--- config.mk ---
export PLATFORM = sky130hd
export DESIGN_NAME = abr_prim_slicer_stream
export DESIGN_NICKNAME = d
export VERILOG_FILES = /design/src/rtl/abr_prim_slicer_stream.sv
export SDC_FILE = /design/constraint.sdc
export NUM_CORES = 1
export LEC_CHECK = 0
export BUFFER_PORTS_ARGS = -buffer_cell sky130_fd_sc_hd__buf_2
export CAP_MARGIN = 20
export CORE_ASPECT_RATIO = 0.8
export CORE_MARGIN = 4
export CORE_UTILIZATION = 34
export CTS_BUF_LIST = sky130_fd_sc_hd__clkbuf_8
export DETAILED_ROUTE_END_ITERATION = 12
export SLEW_MARGIN = 5
export SYNTH_ARGS = -nofsm -noshare
export SYNTH_HDL_FRONTEND = slang
export SYNTH_SLANG_ARGS = --single-unit
--- constraint.sdc ---
create_clock -name clk_i -period 2.8 [get_ports clk_i]
set_input_delay 0.14 -clock clk_i [delete_from_list [all_inputs] [get_ports clk_i]]
set_output_delay 0.14 -clock clk_i [all_outputs]
set_load 0.02 [all_outputs]
--- src/rtl/abr_prim_slicer_stream.sv ---
// Slices an InW-bit word into OutW-bit slices, LSB first; optional skid via ABR_PRIM_SLICER_STREAM_SKID_EN.
// Latency: slice 0 appears one cycle after the word is accepted. Backpressure: out_ready_i stalls the slice;
// in the base build in_ready_o follows out_ready_i combinationally on the final slice, the skid build registers it.
module abr_prim_slicer_stream #(
    parameter  int InW       = 64,
    parameter  int OutW      = 8,
    localparam int NumSlices = (InW + OutW - 1) / OutW,
    localparam int IdxW      = (NumSlices > 1) ? $clog2(NumSlices) : 1
) (
    input  logic              clk_i,
    input  logic              rst_ni,
    input  logic              clear_i,
    input  logic              in_valid_i,
    output logic              in_ready_o,
    input  logic [InW-1:0]    in_data_i,
    input  logic [IdxW:0]     in_len_i,
    input  logic              in_last_i,
    output logic              out_valid_o,
    input  logic              out_ready_i,
    output logic [OutW-1:0]   out_data_o,
    output logic              out_last_o,
    output logic [IdxW-1:0]   out_idx_o,
    output logic              busy_o
);

    localparam int PadW = NumSlices * OutW;
    localparam int LenW = IdxW + 1;

    typedef enum logic {IDLE, EMIT} state_e;

    state_e            state_q, state_d;
    logic [PadW-1:0]   data_q, data_d;
    logic [LenW-1:0]   len_q, len_d;
    logic              last_q, last_d;
    logic [IdxW-1:0]   sel_q, sel_d;
    logic              in_ready, accept, is_final;
    logic              load_in, load_skid, park;

    function automatic logic [LenW-1:0] eff_len(input logic [LenW-1:0] l);
        if (l == '0 || l > LenW'(NumSlices)) return LenW'(NumSlices);
        return l;
    endfunction

    assign is_final = (state_q == EMIT) && (({1'b0, sel_q} + LenW'(1)) == len_q);
    assign accept   = in_valid_i & in_ready;

`ifdef ABR_PRIM_SLICER_STREAM_SKID_EN
    logic              skid_vld_q, skid_vld_d;
    logic [PadW-1:0]   skid_data_q, skid_data_d;
    logic [LenW-1:0]   skid_len_q, skid_len_d;
    logic              skid_last_q, skid_last_d;

    assign in_ready = ~clear_i & ~skid_vld_q;
`else
    assign in_ready = ~clear_i & ((state_q == IDLE) | (out_ready_i & is_final));
`endif

    always_comb begin
        state_d   = state_q;
        data_d    = data_q;
        len_d     = len_q;
        last_d    = last_q;
        sel_d     = sel_q;
        load_in   = 1'b0;
        load_skid = 1'b0;
        park      = 1'b0;
`ifdef ABR_PRIM_SLICER_STREAM_SKID_EN
        skid_vld_d  = skid_vld_q;
        skid_data_d = skid_data_q;
        skid_len_d  = skid_len_q;
        skid_last_d = skid_last_q;
`endif
        if (clear_i) begin
            state_d = IDLE;
            data_d  = '0;
            len_d   = '0;
            last_d  = 1'b0;
            sel_d   = '0;
`ifdef ABR_PRIM_SLICER_STREAM_SKID_EN
            skid_vld_d  = 1'b0;
            skid_data_d = '0;
            skid_len_d  = '0;
            skid_last_d = 1'b0;
`endif
        end else if (state_q == IDLE) begin
            load_in = accept;
        end else begin
            if (out_ready_i) begin
                if (!is_final) begin
                    sel_d = sel_q + IdxW'(1);
`ifdef ABR_PRIM_SLICER_STREAM_SKID_EN
                end else if (skid_vld_q) begin
                    load_skid  = 1'b1;
                    skid_vld_d = 1'b0;
`endif
                end else if (accept) begin
                    load_in = 1'b1;
                end else begin
                    state_d = IDLE;
                end
            end
            // A word accepted while the word register stays occupied waits in the skid.
            park = accept & ~load_in;
        end

        if (load_in) begin
            state_d = EMIT;
            data_d  = PadW'(in_data_i);
            len_d   = eff_len(in_len_i);
            last_d  = in_last_i;
            sel_d   = '0;
        end
`ifdef ABR_PRIM_SLICER_STREAM_SKID_EN
        if (load_skid) begin
            state_d = EMIT;
            data_d  = skid_data_q;
            len_d   = skid_len_q;
            last_d  = skid_last_q;
            sel_d   = '0;
        end
        if (park) begin
            skid_vld_d  = 1'b1;
            skid_data_d = PadW'(in_data_i);
            skid_len_d  = eff_len(in_len_i);
            skid_last_d = in_last_i;
        end
`endif
    end

    always_ff @(posedge clk_i or negedge rst_ni) begin
        if (!rst_ni) begin
            state_q <= IDLE;
            data_q  <= '0;
            len_q   <= '0;
            last_q  <= 1'b0;
            sel_q   <= '0;
        end else begin
            state_q <= state_d;
            data_q  <= data_d;
            len_q   <= len_d;
            last_q  <= last_d;
            sel_q   <= sel_d;
        end
    end

`ifdef ABR_PRIM_SLICER_STREAM_SKID_EN
    always_ff @(posedge clk_i or negedge rst_ni) begin
        if (!rst_ni) begin
            skid_vld_q  <= 1'b0;
            skid_data_q <= '0;
            skid_len_q  <= '0;
            skid_last_q <= 1'b0;
        end else begin
            skid_vld_q  <= skid_vld_d;
            skid_data_q <= skid_data_d;
            skid_len_q  <= skid_len_d;
            skid_last_q <= skid_last_d;
        end
    end
`endif

    assign in_ready_o  = in_ready;
    assign out_valid_o = (state_q == EMIT);
    assign busy_o      = (state_q == EMIT);
    assign out_data_o  = data_q[32'(sel_q) * OutW +: OutW];
    assign out_idx_o   = sel_q;
    assign out_last_o  = is_final & last_q;

`ifndef SYNTHESIS
    a_params : assert property (@(posedge clk_i) (InW >= 1) && (OutW >= 1));
    a_stable : assert property (@(posedge clk_i) disable iff (!rst_ni)
        (out_valid_o && !out_ready_i && !clear_i) |=> $stable(out_data_o));
    a_sel    : assert property (@(posedge clk_i) disable iff (!rst_ni)
        (state_q == EMIT) |-> ({1'b0, sel_q} < len_q));
`endif

endmodule
==> results.sh <==
export IMPL_tns_ps=0
export IMPL_max_slew_worst_pin_slew_ps=938.8
export IMPL_max_freq_mhz=384.1
export IMPL_cp_required_ps=3030
export IMPL_leakage_nw=2.274
export IMPL_placeableCoreArea_um2=11020
export IMPL_cts_tree="done"
export IMPL_ys_types=29
export IMPL_ys_warn_count=0
export IMPL_finalMaxSlewViolations=0
export IMPL_vdd_drop_max_mv=0.3212
export IMPL_port_buffers=88
export IMPL_grt_usage=0.1364
export IMPL_relSlewSlack=0.3742
export IMPL_dpl_cell_count=506
export IMPL_maxCapViolations=0
export IMPL_fin_crit_sh=0.9298
export IMPL_cp_end_kind="register"
export IMPL_grt_pass1_wl_mm=13.79
export IMPL_ys_seq_elements=73
export IMPL_power_density_nw_per_um2=524.4
export IMPL_die_h_um=103.5
export IMPL_met2_usage=0.2091
export IMPL_status="finished clean"
export IMPL_criticalPathCategory="register to register"
export IMPL_cp_max_fo=37
export IMPL_critPathSlowestCell="dfrtp_1"
export IMPL_syn_area_per_cell_um2=13.40
export IMPL_n_fill_cell=1065
export IMPL_layout_commonest_cell="buf_2"
export IMPL_finalClockSkew_ps=6.667
export IMPL_start_util=0.3516
export IMPL_grt_max_degree=75
export IMPL_nets=457
export IMPL_rsz0062_at_grt="false"
export IMPL_root_buffer="clkbuf_8"
export IMPL_cp_slowest_stage_delay_ps=430
export IMPL_worstPathArrival_ps=2830
export IMPL_grt_pass1_vias=2671
export IMPL_route_detailed_drc=0
export IMPL_gp_congestion=0.7498
export IMPL_ys_top_cells_by_area="dfrtp_1 47%, mux2_2 20%, nor2b_1 10%, mux4_2 7.6%, mux4_1 2.0%"
export IMPL_wirelength_mm=8.553
export IMPL_crit_family="compound AO/OA/AOI/OAI gates"
export IMPL_hold_violations=0
export IMPL_post_cts_setup_buffer_count=0
export IMPL_stdcell_count=530
export IMPL_synth_yosys_seq_area_share=0.4716
export IMPL_hold_path_class="input port to register"
export IMPL_overflow=0
export IMPL_drtIter0Drc=80
export IMPL_cts_buffers=9
export IMPL_clk_latency_ps=340
export IMPL_clock_sinks=73
export IMPL_post_cts_resized=0
export IMPL_wl_per_cell_um=16.14
export IMPL_syn_nets=364
export IMPL_clk_pin_slew_ps=70
export IMPL_cts_buffer_depth=2
export IMPL_final_cell_mix="87 x buf_2, 73 x dfrtp_1, 68 x mux2_2"
export IMPL_core_rowCount=34
export IMPL_ios=89
export IMPL_top_usage_layer="met2"
export IMPL_antenna_found_initial=0
export IMPL_worstPathCellList="ha_1, xor2_1, o211a_1, o211ai_2, a211oi_4, buf_12, mux2_2"
export IMPL_use_met3=0.06468
export IMPL_area_delta_synth_final_pct=22.51
export IMPL_die_area_um2=13180
export IMPL_final_setup_viol_count=0
export IMPL_path_buf_inv=1
export IMPL_viasPerCell=4.768
export IMPL_vias=2527
export IMPL_start_kind="register"
export IMPL_finalCriticalPeriod_ps=2603
export IMPL_drtAntennaViolNets=0
export IMPL_first_pass_iters=4
export IMPL_drive_above_1_share=0.4974
export IMPL_n_antenna_cell=0
export IMPL_synth_top_area_share=0.4716
export IMPL_met1_usage=0.1805
export IMPL_cts_htree_levels=3
export IMPL_die_w_um=127.3
export IMPL_postSynthCellCount=289
export IMPL_synth_area_leader_cell="dfrtp_1"
export IMPL_dp_hpwl_mm=5.816
export IMPL_syn_area_um2=3874
export IMPL_postCtsHoldBufs=3
synthesized netlist by cell type:
library cell / number
o22ai_1: 2
o2111a_1: 1
mux2i_1: 5
dfrtp_1: 73
a211oi_2: 1
a211oi_4: 1
ha_1: 1
nand2b_1: 7
nand3_1: 2
xor2_1: 2
clkbuf_1: 10
nand2_1: 2
mux4_2: 13
a21oi_1: 2
inv_1: 1
mux2_2: 68
mux2_1: 5
o21bai_1: 2
nor2_1: 3
buf_4: 2
xnor2_1: 3
mux4_1: 3
buf_2: 1
nor3_1: 4
buf_1: 1
buf_6: 7
o211a_1: 1
o211ai_2: 1
nor2b_1: 65
worst register-to-register path, stage by stage (launching register included):
cell	delay, ps
dfrtp_1	430
ha_1	250
xor2_1	310
o211a_1	290
o211ai_2	160
a211oi_4	390
buf_12	280
mux2_2	390
metal layers:
metal | share of wire | routed length (um)
met1 | 0.45 | 3883
met4 | 0.0062 | 53
met5 | 0 | 0
met2 | 0.46 | 3922
met3 | 0.081 | 694
where the power goes:
group          switching, mW  internal, mW  total (mW)  leakage (nW)
combinational          0.174         0.214       0.388          1.18
sequential            0.0371          1.13        1.17         0.976
clock                  0.369         0.567       0.936         0.120
total                  0.580          1.91        2.49          2.27
path summary, 6_finish.rpt:
check                                          from                      to  slack [ps]  cells past startpoint
setup / recovery           out_idx_o[0]$_DFFE_PN0P_  data_q[34]$_DFFE_PN0P_         200                      7
hold / removal                        in_data_i[36]  data_q[36]$_DFFE_PN0P_          20                      2
setup reg to reg           out_idx_o[0]$_DFFE_PN0P_  data_q[34]$_DFFE_PN0P_         200                      7
hold reg to reg                len_q[0]$_DFFE_PN0P_    len_q[0]$_DFFE_PN0P_         570                      2
max in group asynchronous                    rst_ni   data_q[1]$_DFFE_PN0P_        1710                      2
min in group asynchronous                    rst_ni    len_q[2]$_DFFE_PN0P_         490                      2
kinds of logic after synthesis:
kind of cell / count (synthesis) / synth area share
flip-flops: 73 / 0.4716
adder cells (fa/ha/maj): 1 / 0.003229
XOR/XNOR: 5 / 0.01131
AND/OR/NAND/NOR: 83 / 0.1289
buffers and inverters: 22 / 0.03714
multiplexers: 94 / 0.3211
AO/OA/AOI/OAI: 11 / 0.02681
cell type report:
class	instances	area [um2]	share of cell area
clock buffer	12	165.2	0.03480
multi-input combinational	194	1903	0.4010
clock inverter	3	63.81	0.01345
tap	144	180.2	0.03796
inverter	1	3.754	0.0007909
timing repair buffer	103	603.1	0.1271
sequential	73	1827	0.3849
stage by stage:
step / setup WS [ps] / util / hold WS (ps) / total power [mW] / cell area, um2
final: 196.5 / 0.4307 / 17.57 / 2.489 / 4746
after global routing: 54.63 / 0.4307 / 0.4144 / 2.622 / 4746
after CTS: 201.4 / 0.4253 / 2.877 / 2.525 / 4686
after detailed placement: 209.5 / 0.4018 / 349.4 / 1.572 / 4427
after global placement: 316.5 / 0.4018 / 342.2 / 1.563 / 4427
after floorplan: 241.4 / - / -155.6 / 1.434 / 3874
flip-flops by register name, summed over array words and instances (netlist names):
register,flops
busy_o,1
out_idx_o,3
last_q,1
data_q,64
len_q,4
No activity file was read; power rests on OpenSTA's default activity.
